--- config.mk ---
export PLATFORM = sky130hd
export DESIGN_NAME = execute_stage
export DESIGN_NICKNAME = d
export VERILOG_FILES = /design/src/rtl/cpu_pkg.sv /design/src/rtl/seq_multiplier.sv /design/src/rtl/execute_stage.sv
export SDC_FILE = /design/constraint.sdc
export NUM_CORES = 1
export LEC_CHECK = 0
export CAP_MARGIN = 15
export CORE_MARGIN = 2
export CORE_UTILIZATION = 30
export CTS_CLUSTER_DIAMETER = 30
export DETAILED_ROUTE_END_ITERATION = 6
export SYNTH_ARGS = -nofsm -noshare
export SYNTH_HDL_FRONTEND = slang
export SYNTH_HIERARCHICAL = 1
export SYNTH_SLANG_ARGS = --single-unit
export TNS_END_PERCENT = 30
--- constraint.sdc ---
create_clock -name clk -period 12.05 [get_ports clk]
set_clock_uncertainty 0.05 [all_clocks]
set_input_delay 1.205 -clock clk [delete_from_list [all_inputs] [get_ports clk]]
set_output_delay 1.205 -clock clk [all_outputs]
set_load 0.05 [all_outputs]
--- src/rtl/cpu_pkg.sv ---
// Shared CPU definitions: datapath widths, ALU opcodes and execute-stage FSM states.
package cpu_pkg;

  localparam int unsigned DATA_W    = 24;
  localparam int unsigned DEST_W    = 4;
  localparam int unsigned MUL_ITERS = 24;

  typedef enum logic [3:0] {
    OP_ADD    = 4'd0,
    OP_SUB    = 4'd1,
    OP_AND    = 4'd2,
    OP_OR     = 4'd3,
    OP_XOR    = 4'd4,
    OP_SLL    = 4'd5,
    OP_SRL    = 4'd6,
    OP_SRA    = 4'd7,
    OP_MUL    = 4'd8,
    OP_PASS_B = 4'd9,
    OP_SLT    = 4'd10
  } alu_op_t;

  typedef enum logic [1:0] {
    IDLE     = 2'd0,
    MUL_BUSY = 2'd1,
    MUL_DONE = 2'd2
  } exec_state_t;

endpackage

--- src/rtl/seq_multiplier.sv ---
// Iterative shift-add multiplier: one partial product per cycle, low Width bits of the product.
module seq_multiplier
  import cpu_pkg::*;
#(
  parameter int unsigned Width = DATA_W,
  parameter int unsigned Iters = MUL_ITERS
) (
  input  logic             clk,
  input  logic             rst,
  input  logic             start,
  input  logic             flush,
  input  logic [Width-1:0] op_a,
  input  logic [Width-1:0] op_b,
  output logic             busy,
  output logic             done,
  output logic [Width-1:0] product
);

  localparam int unsigned CntW = $clog2(Iters);

  exec_state_t     state_q, state_d;
  logic [CntW-1:0] cnt_q, cnt_d;
  logic [Width-1:0] mcand_q, mcand_d;
  logic [Width-1:0] mplier_q, mplier_d;
  logic [Width-1:0] acc_q, acc_d;

  always_comb begin
    state_d  = state_q;
    cnt_d    = cnt_q;
    mcand_d  = mcand_q;
    mplier_d = mplier_q;
    acc_d    = acc_q;
    case (state_q)
      IDLE: begin
        if (start) begin
          state_d  = MUL_BUSY;
          mcand_d  = op_a;
          mplier_d = op_b;
          acc_d    = '0;
          cnt_d    = '0;
        end
      end
      MUL_BUSY: begin
        // Bits shifted past the top of mcand only affect product bits we discard.
        if (mplier_q[0]) begin
          acc_d = acc_q + mcand_q;
        end
        mcand_d  = mcand_q << 1;
        mplier_d = mplier_q >> 1;
        cnt_d    = cnt_q + 1'b1;
        if (cnt_q == CntW'(Iters - 1)) begin
          state_d = MUL_DONE;
        end
      end
      MUL_DONE: state_d = IDLE;
      default:  state_d = IDLE;
    endcase
    if (flush) begin
      state_d = IDLE;
      cnt_d   = '0;
    end
  end

  always_ff @(posedge clk) begin
    if (!rst) begin
      state_q  <= IDLE;
      cnt_q    <= '0;
      mcand_q  <= '0;
      mplier_q <= '0;
      acc_q    <= '0;
    end else begin
      state_q  <= state_d;
      cnt_q    <= cnt_d;
      mcand_q  <= mcand_d;
      mplier_q <= mplier_d;
      acc_q    <= acc_d;
    end
  end

  assign busy    = (state_q == MUL_BUSY);
  assign done    = (state_q == MUL_DONE);
  assign product = acc_q;

endmodule

--- src/rtl/execute_stage.sv ---
// Execute stage: single-cycle ALU with a stalling iterative multiply, feeding the ALU/memory
// pipe register combinationally.
module execute_stage #(
  parameter int unsigned DATA_W = cpu_pkg::DATA_W,
  parameter int unsigned DEST_W = cpu_pkg::DEST_W
) (
  input  logic              clk,
  input  logic              rst,
  input  logic              valid_in,
  input  logic              flush,
  input  logic [3:0]        alu_op,
  input  logic [DATA_W-1:0] operand_a,
  input  logic [DATA_W-1:0] operand_b,
  input  logic [DATA_W-1:0] store_data,
  input  logic              writeback_enable,
  input  logic              mem_read_enable,
  input  logic              mem_write_enable,
  input  logic [DEST_W-1:0] instruction_dest,
  output logic              stall,
  output logic              writeback_enable_out,
  output logic              mem_read_enable_out,
  output logic              mem_write_enable_out,
  output logic [DEST_W-1:0] instruction_dest_out,
  output logic [DATA_W-1:0] alu_result,
  output logic [DATA_W-1:0] write_data,
  output logic              zero_flag,
  output logic              negative_flag
);

  import cpu_pkg::*;

  alu_op_t           op;
  logic [4:0]        shamt;
  logic              shift_oob;
  logic              slt;
  logic [DATA_W-1:0] alu_comb;

  logic              mul_issue, mul_busy, mul_done;
  logic [DATA_W-1:0] product;
  logic              bubble;
  logic [DATA_W-1:0] res;

  // Control captured at multiply issue, replayed when the product is presented.
  logic              hold_valid_q, hold_valid_d;
  logic              hold_wb_q, hold_wb_d;
  logic              hold_rd_q, hold_rd_d;
  logic              hold_wr_q, hold_wr_d;
  logic [DEST_W-1:0] hold_dest_q, hold_dest_d;
  logic [DATA_W-1:0] hold_wdata_q, hold_wdata_d;

  assign op        = alu_op_t'(alu_op);
  assign shamt     = operand_b[4:0];
  assign shift_oob = (32'(shamt) >= DATA_W);
  assign slt       = ($signed(operand_a) < $signed(operand_b));

  always_comb begin
    alu_comb = '0;
    case (op)
      OP_ADD:    alu_comb = operand_a + operand_b;
      OP_SUB:    alu_comb = operand_a - operand_b;
      OP_AND:    alu_comb = operand_a & operand_b;
      OP_OR:     alu_comb = operand_a | operand_b;
      OP_XOR:    alu_comb = operand_a ^ operand_b;
      OP_SLL:    alu_comb = shift_oob ? '0 : (operand_a << shamt);
      OP_SRL:    alu_comb = shift_oob ? '0 : (operand_a >> shamt);
      OP_SRA:    alu_comb = shift_oob ? {DATA_W{operand_a[DATA_W-1]}}
                                      : DATA_W'($signed(operand_a) >>> shamt);
      OP_PASS_B: alu_comb = operand_b;
      OP_SLT:    alu_comb = {{(DATA_W - 1){1'b0}}, slt};
      default:   alu_comb = '0;
    endcase
  end

  assign mul_issue = rst && !flush && valid_in && !mul_busy && !mul_done && (op == OP_MUL);
  assign stall     = mul_issue || (rst && !flush && mul_busy);

  seq_multiplier #(
    .Width (DATA_W),
    .Iters (MUL_ITERS)
  ) u_mul (
    .clk     (clk),
    .rst     (rst),
    .start   (mul_issue),
    .flush   (flush),
    .op_a    (operand_a),
    .op_b    (operand_b),
    .busy    (mul_busy),
    .done    (mul_done),
    .product (product)
  );

  always_comb begin
    hold_valid_d = hold_valid_q;
    hold_wb_d    = hold_wb_q;
    hold_rd_d    = hold_rd_q;
    hold_wr_d    = hold_wr_q;
    hold_dest_d  = hold_dest_q;
    hold_wdata_d = hold_wdata_q;
    if (mul_issue) begin
      hold_valid_d = 1'b1;
      hold_wb_d    = writeback_enable;
      hold_rd_d    = mem_read_enable;
      hold_wr_d    = mem_write_enable;
      hold_dest_d  = instruction_dest;
      hold_wdata_d = store_data;
    end else if (mul_busy && !valid_in) begin
      // Upstream dropped the instruction mid-multiply; finish but never emit it.
      hold_valid_d = 1'b0;
    end
  end

  always_ff @(posedge clk) begin
    if (!rst) begin
      hold_valid_q <= 1'b0;
      hold_wb_q    <= 1'b0;
      hold_rd_q    <= 1'b0;
      hold_wr_q    <= 1'b0;
      hold_dest_q  <= '0;
      hold_wdata_q <= '0;
    end else begin
      hold_valid_q <= hold_valid_d;
      hold_wb_q    <= hold_wb_d;
      hold_rd_q    <= hold_rd_d;
      hold_wr_q    <= hold_wr_d;
      hold_dest_q  <= hold_dest_d;
      hold_wdata_q <= hold_wdata_d;
    end
  end

  assign bubble = !rst || flush || stall || !valid_in || (mul_done && !hold_valid_q);

  always_comb begin
    res                  = '0;
    writeback_enable_out = 1'b0;
    mem_read_enable_out  = 1'b0;
    mem_write_enable_out = 1'b0;
    instruction_dest_out = '0;
    write_data           = '0;
    zero_flag            = 1'b0;
    negative_flag        = 1'b0;
    if (!bubble) begin
      if (mul_done) begin
        res                  = product;
        writeback_enable_out = hold_wb_q;
        mem_read_enable_out  = hold_rd_q;
        mem_write_enable_out = hold_wr_q;
        instruction_dest_out = hold_dest_q;
        write_data           = hold_wdata_q;
      end else begin
        res                  = alu_comb;
        writeback_enable_out = writeback_enable;
        mem_read_enable_out  = mem_read_enable;
        mem_write_enable_out = mem_write_enable;
        instruction_dest_out = instruction_dest;
        write_data           = store_data;
      end
      zero_flag     = (res == '0);
      negative_flag = res[DATA_W-1];
    end
  end

  assign alu_result = res;

endmodule

==> metrics.txt, run 1 <==
# TYPE chip_impl_metric gauge
chip_impl_info{name="result_of_the_run",value="finished, violations left"} 1
chip_impl_info{name="failed_checks",value="DRC"} 1
chip_impl_metric{name="timing_hold_violations_final",unit=""} 0
chip_impl_info{name="rsz0062_at_grt",value="no"} 1
chip_impl_metric{name="detail_route.first_pass.iterations",unit=""} 7
chip_impl_metric{name="synth_compound_area_share",unit="%"} 31.2
chip_impl_metric{name="synth_sequential_area_ratio",unit="%"} 15.6
chip_impl_metric{name="synth-adder-area-share",unit="%"} 9.01
chip_impl_metric{name="cts_buffers",unit=""} 9
chip_impl_metric{name="synth_nets",unit=""} 2168
chip_impl_metric{name="num-nets-final",unit=""} 2204
chip_impl_info{name="synth_common_cells",value="266 x sky130_fd_sc_hd__nand2_1, 184 x sky130_fd_sc_hd__nor2_1, 165 x sky130_fd_sc_hd__o21ai_0"} 1
chip_impl_metric{name="chipHeight",unit="um"} 222
chip_impl_metric{name="placedInstanceArea",unit="um^2"} 16100
chip_impl_metric{name="global_route.overflow_total",unit=""} 0
chip_impl_info{name="yosysMostFrequentCell",value="sky130_fd_sc_hd__nand2_1"} 1
chip_impl_metric{name="synth.lib_cells_used.distinct",unit=""} 105
chip_impl_metric{name="fp.dieArea",unit="um^2"} 49300
chip_impl_info{name="crit_path_start_kind",value="input port"} 1
chip_impl_metric{name="asyncSetResetFlopFracSynth",unit="%"} 0
chip_impl_metric{name="finalWirelength",unit="um"} 67900
chip_impl_info{name="critPathSlowestCell",value="sky130_fd_sc_hd__clkdlybuf4s50_1"} 1
chip_impl_info{name="holdCritStartpoint",value="hold_wdata_q[9]"} 1
chip_impl_metric{name="critical_path.n_buffers_inverters",unit=""} 4
chip_impl_metric{name="finalMaxSlewViolations",unit=""} 0
chip_impl_metric{name="timing.reg2reg.setup_slack",unit="ns"} 7.17
chip_impl_metric{name="synth-edff-count",unit=""} 0
chip_impl_metric{name="final.period_utilization",unit="%"} 68.5
chip_impl_metric{name="clk_pin_slew_worst_setup_hold_paths",unit="ns"} 0.07
chip_impl_metric{name="detail-route-antenna-nets",unit=""} 0
chip_impl_info{name="synth-main-ff-cell",value="sky130_fd_sc_hd__dfxtp_1"} 1
chip_impl_metric{name="place.gp.congestion",unit=""} 1.02
chip_impl_metric{name="yosys.area_share.simple",unit="%"} 23.2
chip_impl_info{name="synth_top_family_by_area",value="compound AO/OA/AOI/OAI gates"} 1
chip_impl_metric{name="cts-hold-fix-buffers",unit=""} 0
chip_impl_metric{name="fmaxAchievable",unit="MHz"} 121
chip_impl_metric{name="fin_crit",unit="ns"} 8.26
chip_impl_metric{name="core.rowCount",unit=""} 79
chip_impl_metric{name="io_buffers",unit=""} 144
chip_impl_metric{name="worstPathMaxFanout",unit=""} 29
chip_impl_metric{name="post_route_cells_drive_above_1_share",unit="%"} 7.57
chip_impl_metric{name="hold-path-cell-count",unit=""} 2
chip_impl_metric{name="synth_mux_area_share",unit="%"} 12.2
chip_impl_metric{name="grt_pass1_vias",unit=""} 15197
chip_impl_metric{name="design.core.area",unit="um^2"} 46800
chip_impl_metric{name="filler_cell_count",unit=""} 4943
chip_impl_info{name="yosysTopAreaCell",value="sky130_fd_sc_hd__dfxtp_1"} 1
chip_impl_metric{name="diodes",unit=""} 0
chip_impl_metric{name="grt_max_degree",unit=""} 92
chip_impl_metric{name="syn-instance-count",unit=""} 1980
chip_impl_metric{name="wl_per_cell",unit="um"} 25.9
chip_impl_info{name="timing.critical_path.to_type",value="output port"} 1
chip_impl_metric{name="synth-seq-cells",unit=""} 111
chip_impl_metric{name="yosysWarningCount",unit=""} 6
chip_impl_metric{name="timing.critical_path.required",unit="ns"} 10.80
chip_impl_metric{name="max_capacitance_violation_count",unit=""} 0
chip_impl_metric{name="final_design_area_no_fill",unit="um^2"} 16400
chip_impl_info{name="timing.rr.start",value="u_mul/state_q[1]"} 1
chip_impl_info{name="critical_path.top_delay_family",value="buffers and inverters"} 1
chip_impl_metric{name="clk_path_buf_depth",unit=""} 2
chip_impl_metric{name="pwr_density_cell",unit="nW/um^2"} 70.1
chip_impl_metric{name="crit_path_max_incr_delay",unit="ns"} 0.86
chip_impl_metric{name="floorplan.initialDensity",unit="%"} 30.5
chip_impl_metric{name="drtIter0Drc",unit=""} 2113
chip_impl_metric{name="clk_latency",unit="ns"} 0.37
chip_impl_metric{name="synth.top_cell.area_share",unit="%"} 15.6
chip_impl_info{name="hold-path-endpoint",value="hold_wdata_q[9]"} 1
chip_impl_metric{name="cp_data_arrival_time",unit="ns"} 7.00
chip_impl_metric{name="ioPinCount",unit=""} 145
chip_impl_metric{name="worst-slew-pin-transition",unit="ns"} 1.35
chip_impl_info{name="criticalPathCategory",value="input port to output port"} 1
chip_impl_metric{name="finalSetupViolations",unit=""} 0
chip_impl_metric{name="cts_max_level",unit=""} 3
chip_impl_metric{name="final.setup.tns",unit="ns"} 0
chip_impl_metric{name="die-width",unit="um"} 222
chip_impl_metric{name="routed-via-count",unit=""} 16337
chip_impl_info{name="crit_chain",value="clkdlybuf4s50_1 > buf_4 > inv_1 > ha_1 > nor2b_1 > o21ai_0 > nand3b_1 > a21oi_1 > mux2i_1 > o32ai_1 > o311ai_0 > nor4_1 > nand4_1 > a21oi_1 > clkdlybuf4s50_1"} 1
chip_impl_metric{name="grt_first_pass_wirelength",unit="um"} 100000
chip_impl_metric{name="cts.repair.resized",unit=""} 0
chip_impl_metric{name="post-route-drc-count",unit=""} 1
chip_impl_info{name="tritoncts",value="done"} 1
chip_impl_metric{name="cts_post_setup_buffers_inserted",unit=""} 0
chip_impl_info{name="cts_root_buffer",value="sky130_fd_sc_hd__clkbuf_16"} 1
chip_impl_info{name="worst_hold_path_type",value="flop to flop"} 1
chip_impl_metric{name="static-leakage-power",unit="nW"} 6.31
chip_impl_info{name="r2r-end",value="u_mul/product[22]"} 1
chip_impl_metric{name="yosys.area_share.xor_xnor",unit="%"} 1.66
chip_impl_metric{name="max-slew-margin-rel",unit="%"} 7.82
chip_impl_info{name="yosys-top-cells-area",value="sky130_fd_sc_hd__dfxtp_1 16%, sky130_fd_sc_hd__ha_1 8.6%, sky130_fd_sc_hd__nand2_1 7.0%"} 1
chip_impl_metric{name="synth.cell_area",unit="um^2"} 14300
chip_impl_metric{name="avgViaCountPerCell",unit=""} 6.22
chip_impl_metric{name="groute.usage.overall",unit="%"} 26.4
chip_impl_metric{name="power.ir.vdd_worst",unit="V"} 0.0000633
chip_impl_metric{name="antenna_violations_before_repair",unit=""} 4
chip_impl_metric{name="half_perimeter_wire_length_of_the_detailed_placement_result",unit="um"} 50300
chip_impl_metric{name="worstRegToRegCells",unit=""} 13
chip_impl_metric{name="clock-sinks",unit=""} 111
chip_impl_metric{name="postSynthAreaPerCell",unit="um^2"} 7.21
chip_impl_metric{name="area_growth_syn_to_layout",unit="%"} 15.1
[tightest hold or removal path, delay by kind of cell (launching register included)]
kind / cells / cell delay [ns]
AO/OA/AOI/OAI: 1 / 0.06
flip-flops: 1 / 0.31
AND/OR/NAND/NOR: 1 / 0.04
[how the worst max path moves through the flow]
| stage | startpoint | endpoint | cells after the start |
|---|---|---|---|
| 6_report | operand_b[4] | zero_flag | 15 |
| 3_3_place_gp | operand_b[4] | zero_flag | 15 |
| 4_1_cts | operand_b[4] | zero_flag | 15 |
| 5_1_grt | operand_b[4] | zero_flag | 15 |
| 2_1_floorplan | operand_b[1] | zero_flag | 15 |
| 3_5_place_dp | operand_b[4] | zero_flag | 15 |
[kinds of logic after synthesis]
kind of cell | Yosys count
AOI/OAI and AO/OA | 664
and+or+nand+nor | 709
DFF | 111
muxes | 122
xor gates and xnor gates | 27
adders and majority gates | 101
buffers and inverters | 246
[layer usage]
layer  up-vias  share of wire [%]  track usage, %  wire length (um)
met5         -              0.018               0                12
met4         2                4.8            11.3              3260
met3       196                9.4            4.33              6360
met2       895                 45            42.2             30400
met1      7876                 41            35.1             27900
li1       7368                  -               -                 -
[layout make-up]
type	instances	area (um^2)	share of cell area, %
clock inverter	6	67.6	0.411
inverter	84	315	1.92
sequential	111	2220	13.5
multi-input combinational	1623	11100	67.5
clock buffer	9	225	1.37
tap	607	759	4.62
timing repair buffer	187	1750	10.6
[per-stage QoR]
| step | instances | util (%) | power, W | hold WS, ns | setup slack, ns |
|---|---|---|---|---|---|
| floorplan | 1980 | - | 0.000663 | 0.388 | 5.50 |
| global placement | 2612 | 34.5 | 0.000836 | 0.403 | 4.11 |
| detailed placement | 2612 | 34.5 | 0.000833 | 0.408 | 3.97 |
| CTS | 2627 | 35.2 | 0.00114 | 0.419 | 3.96 |
| global route | 2627 | 35.2 | 0.00120 | 0.440 | 3.55 |
| finish | 2627 | 35.2 | 0.00115 | 0.416 | 3.79 |
[power breakdown]
group / leakage [nW] / internal [W] / total [W] / switching (W)
Sequential: 0.895 / 0.000368 / 0.000370 / 0.00000128
Combinational: 5.28 / 0.000168 / 0.000473 / 0.000305
Clock: 0.138 / 0.000162 / 0.000310 / 0.000148
[layout by cell type (no fill, tap or decap), types with 23 or more instances in the layout]
cell type                         instances
sky130_fd_sc_hd__nand4_1                 24
sky130_fd_sc_hd__mux2i_1                 74
sky130_fd_sc_hd__ha_1                    98
sky130_fd_sc_hd__clkdlybuf4s50_1        140
sky130_fd_sc_hd__nor3_1                  29
sky130_fd_sc_hd__a21boi_0                34
sky130_fd_sc_hd__a21oi_1                135
sky130_fd_sc_hd__mux4_2                  25
sky130_fd_sc_hd__dfxtp_1                110
sky130_fd_sc_hd__o21ai_0                165
sky130_fd_sc_hd__inv_1                   80
sky130_fd_sc_hd__a22oi_1                 36
sky130_fd_sc_hd__nand3_1                 45
sky130_fd_sc_hd__o211ai_1                29
sky130_fd_sc_hd__nor2b_1                 37
sky130_fd_sc_hd__nor2_1                 182
sky130_fd_sc_hd__nand2_1                266
sky130_fd_sc_hd__a21o_1                  29
sky130_fd_sc_hd__a211oi_1                23
sky130_fd_sc_hd__buf_4                   44
[sequential cells by signal, indices dropped and copies added, names as in the netlist]
signal and cells:
u_mul/state_q 2, hold_rd_q 1, hold_dest_q 4, u_mul/mplier_q 24
u_mul/mcand_q 24, hold_wdata_q 24, hold_valid_q 1, hold_wr_q 1
u_mul/cnt_q 5, hold_wb_q 1, u_mul/product 24
No activity file was read; power rests on OpenSTA's default activity.
==> run 2: changes to the inputs <==
==> constraint.sdc (replaced) <==
create_clock -name clk -period 7.5 [get_ports clk]
set_clock_uncertainty 0.05 [all_clocks]
set_input_delay 0.75 -clock clk [delete_from_list [all_inputs] [get_ports clk]]
set_output_delay 0.75 -clock clk [all_outputs]
set_load 0.05 [all_outputs]
==> metrics.txt, run 2 (synthesized netlist as in run 1, its figures left out) <==
# TYPE chip_impl_metric gauge
chip_impl_metric{name="ff_latch_area",unit="um^2"} 2220
chip_impl_metric{name="io_buffers",unit=""} 144
chip_impl_metric{name="final_design_area_no_fill",unit="um^2"} 16600
chip_impl_info{name="worst_hold_path_type",value="flop to flop"} 1
chip_impl_metric{name="cts_buffers",unit=""} 9
chip_impl_metric{name="cts-hold-fix-buffers",unit=""} 0
chip_impl_metric{name="global_route.overflow_total",unit=""} 0
chip_impl_metric{name="floorplan.initialDensity",unit="%"} 30.5
chip_impl_info{name="rsz0062_at_grt",value="no"} 1
chip_impl_metric{name="clk_latency",unit="ns"} 0.38
chip_impl_info{name="crit_path_start",value="operand_a[0]"} 1
chip_impl_metric{name="max-slew-margin-rel",unit="%"} 26.3
chip_impl_info{name="cts_root_buffer",value="sky130_fd_sc_hd__clkbuf_16"} 1
chip_impl_metric{name="postLayoutCoreUtil",unit="%"} 35.5
chip_impl_metric{name="half_perimeter_wire_length_of_the_detailed_placement_result",unit="um"} 51700
chip_impl_metric{name="drtIter0Drc",unit=""} 2092
chip_impl_info{name="result_of_the_run",value="complete, no violations"} 1
chip_impl_metric{name="fp.dieArea",unit="um^2"} 49300
chip_impl_metric{name="cp_data_arrival_time",unit="ns"} 5.96
chip_impl_metric{name="finalWirelength",unit="um"} 67800
chip_impl_metric{name="groute.usage.overall",unit="%"} 26.5
chip_impl_metric{name="num-nets-final",unit=""} 2222
chip_impl_metric{name="numPlacedInstances",unit=""} 2630
chip_impl_metric{name="finalMaxSlewViolations",unit=""} 0
chip_impl_metric{name="grt_first_pass_wirelength",unit="um"} 99900
chip_impl_metric{name="cts_max_level",unit=""} 3
chip_impl_info{name="mostFrequentLayoutCells",value="266 x sky130_fd_sc_hd__nand2_1, 182 x sky130_fd_sc_hd__nor2_1, 165 x sky130_fd_sc_hd__o21ai_0"} 1
chip_impl_metric{name="clk_path_buf_depth",unit=""} 2
chip_impl_info{name="crit_path_end",value="zero_flag"} 1
chip_impl_metric{name="detail_route.first_pass.iterations",unit=""} 6
chip_impl_metric{name="worstPathMaxFanout",unit=""} 8
chip_impl_metric{name="fmaxAchievable",unit="MHz"} 148
chip_impl_metric{name="grt_pass1_vias",unit=""} 15579
chip_impl_info{name="r2r-end",value="u_mul/mplier_q[10]"} 1
chip_impl_metric{name="design.core.area",unit="um^2"} 46800
chip_impl_metric{name="timing.critical_path.required",unit="ns"} 6.70
chip_impl_info{name="timing.critical_path.to_type",value="output port"} 1
chip_impl_metric{name="diodes",unit=""} 0
chip_impl_metric{name="final.setup.tns",unit="ns"} 0
chip_impl_metric{name="pwr_density_cell",unit="nW/um^2"} 112
chip_impl_metric{name="worst-slew-pin-transition",unit="ns"} 1.08
chip_impl_metric{name="core.rowCount",unit=""} 79
chip_impl_metric{name="place.gp.congestion",unit=""} 1.03
chip_impl_metric{name="multi_input_logic_area",unit="um^2"} 11100
chip_impl_info{name="layout_commonest_cell",value="sky130_fd_sc_hd__nand2_1"} 1
chip_impl_metric{name="fin_crit",unit="ns"} 6.76
chip_impl_metric{name="cts_post_setup_buffers_inserted",unit=""} 0
chip_impl_metric{name="timing.reg2reg.setup_slack",unit="ns"} 3.09
chip_impl_metric{name="max_capacitance_violation_count",unit=""} 0
chip_impl_metric{name="static-leakage-power",unit="nW"} 6.41
chip_impl_metric{name="wl_per_cell",unit="um"} 25.6
chip_impl_metric{name="detail-route-antenna-nets",unit=""} 0
chip_impl_metric{name="ioPinCount",unit=""} 145
chip_impl_metric{name="area_growth_syn_to_layout",unit="%"} 16.1
chip_impl_metric{name="power.ir.vdd_worst",unit="V"} 0.000104
chip_impl_metric{name="clk_pin_slew_worst_setup_hold_paths",unit="ns"} 0.07
chip_impl_metric{name="routed-via-count",unit=""} 16321
chip_impl_metric{name="clock-sinks",unit=""} 111
chip_impl_info{name="tritoncts",value="done"} 1
chip_impl_info{name="criticalPathCategory",value="input port to output port"} 1
chip_impl_metric{name="filler_cell_count",unit=""} 5014
chip_impl_info{name="timing.rr.start",value="u_mul/state_q[1]"} 1
chip_impl_metric{name="final_cells",unit=""} 2646
chip_impl_metric{name="avgViaCountPerCell",unit=""} 6.17
chip_impl_metric{name="worstRegToRegCells",unit=""} 14
chip_impl_metric{name="die-width",unit="um"} 222
chip_impl_metric{name="post_route_cells_drive_above_1_share",unit="%"} 8.44
chip_impl_metric{name="chipHeight",unit="um"} 222
chip_impl_metric{name="final.period_utilization",unit="%"} 90.2
chip_impl_info{name="crit_path_start_kind",value="input port"} 1
chip_impl_metric{name="placedInstanceArea",unit="um^2"} 16300
chip_impl_metric{name="cts.repair.resized",unit=""} 0
chip_impl_metric{name="timing_hold_violations_final",unit=""} 0
chip_impl_metric{name="antenna_violations_before_repair",unit=""} 3
chip_impl_metric{name="post-route-drc-count",unit=""} 0
chip_impl_metric{name="finalSetupViolations",unit=""} 0
chip_impl_metric{name="grt_max_degree",unit=""} 57
run 2: changes by cell type in the layout (fill, tap and decap cells not counted):
cell | previous run | this run
sky130_fd_sc_hd__inv_8 | 0 | 1
sky130_fd_sc_hd__buf_12 | 0 | 1
sky130_fd_sc_hd__inv_6 | 2 | 1
sky130_fd_sc_hd__nor4bb_1 | 0 | 2
sky130_fd_sc_hd__clkinv_2 | 1 | 0
sky130_fd_sc_hd__nor4bb_2 | 2 | 0
sky130_fd_sc_hd__a2111oi_0 | 10 | 9
sky130_fd_sc_hd__clkinv_8 | 0 | 2
sky130_fd_sc_hd__buf_4 | 44 | 63
sky130_fd_sc_hd__a2111oi_1 | 1 | 2
sky130_fd_sc_hd__clkdlybuf4s50_1 | 140 | 138
sky130_fd_sc_hd__clkinv_4 | 0 | 1
sky130_fd_sc_hd__bufinv_16 | 1 | 0
run 2: worst max-delay path: stages:
cell and delay, ns:
sky130_fd_sc_hd__clkdlybuf4s50_1 0.64, sky130_fd_sc_hd__inv_1 0.21, sky130_fd_sc_hd__ha_1 0.22, sky130_fd_sc_hd__inv_1 0.07, sky130_fd_sc_hd__fa_1 0.40, sky130_fd_sc_hd__nor2b_1 0.16, sky130_fd_sc_hd__o21ai_0 0.20, sky130_fd_sc_hd__nand3b_1 0.23
sky130_fd_sc_hd__a21oi_1 0.74, sky130_fd_sc_hd__mux2i_1 0.17, sky130_fd_sc_hd__o32ai_1 0.45, sky130_fd_sc_hd__o311ai_0 0.27, sky130_fd_sc_hd__nor4_1 0.79, sky130_fd_sc_hd__nand4_1 0.17, sky130_fd_sc_hd__a21oi_1 0.29, sky130_fd_sc_hd__buf_12 0.18
run 2: power by group:
| part | total, W | internal, W | switching, W |
|---|---|---|---|
| logic | 0.000768 | 0.000274 | 0.000494 |
| clock network | 0.000489 | 0.000235 | 0.000254 |
| registers | 0.000594 | 0.000592 | 0.00000218 |
run 2: how the worst min path moves through the flow:
| stage | depth (start not counted) | slack (ns) | startpoint | endpoint |
|---|---|---|---|---|
| floorplan | 2 | 0.39 | u_mul/product[15] | u_mul/product[15] |
| CTS | 2 | 0.42 | hold_wdata_q[6] | hold_wdata_q[6] |
| global placement | 2 | 0.40 | hold_wdata_q[13] | hold_wdata_q[13] |
| finish | 2 | 0.42 | hold_wdata_q[6] | hold_wdata_q[6] |
| global route | 2 | 0.44 | hold_wdata_q[23] | hold_wdata_q[23] |
| detailed placement | 2 | 0.41 | hold_wdata_q[6] | hold_wdata_q[6] |
run 2: final cells by class:
type | instances | area share [%]
multi-input cells | 1623 | 66.9
flip-flops and latches | 111 | 13.4
repair buffers | 205 | 11.4
inverters | 84 | 1.90
clock buffers | 9 | 1.36
clock inverters | 7 | 0.460
well taps | 607 | 4.58
run 2: stage by stage:
step,hold WS [ns],setup WS (ns),power (W)
after floorplan,0.388,1.86,0.00106
after global placement,0.402,0.958,0.00135
after detailed placement,0.410,0.948,0.00135
after CTS,0.421,0.901,0.00184
after global routing,0.440,0.597,0.00192
final,0.418,0.735,0.00185
run 2: per-layer routing:
| layer | GRT usage [%] | vias up | wire [um] |
|---|---|---|---|
| met2 | 41.7 | 831 | 30000 |
| met5 | 0 | - | 0 |
| met4 | 13.7 | 0 | 3630 |
| met1 | 34.8 | 7917 | 28400 |
| met3 | 4.37 | 174 | 5740 |
| li1 | - | 7399 | - |
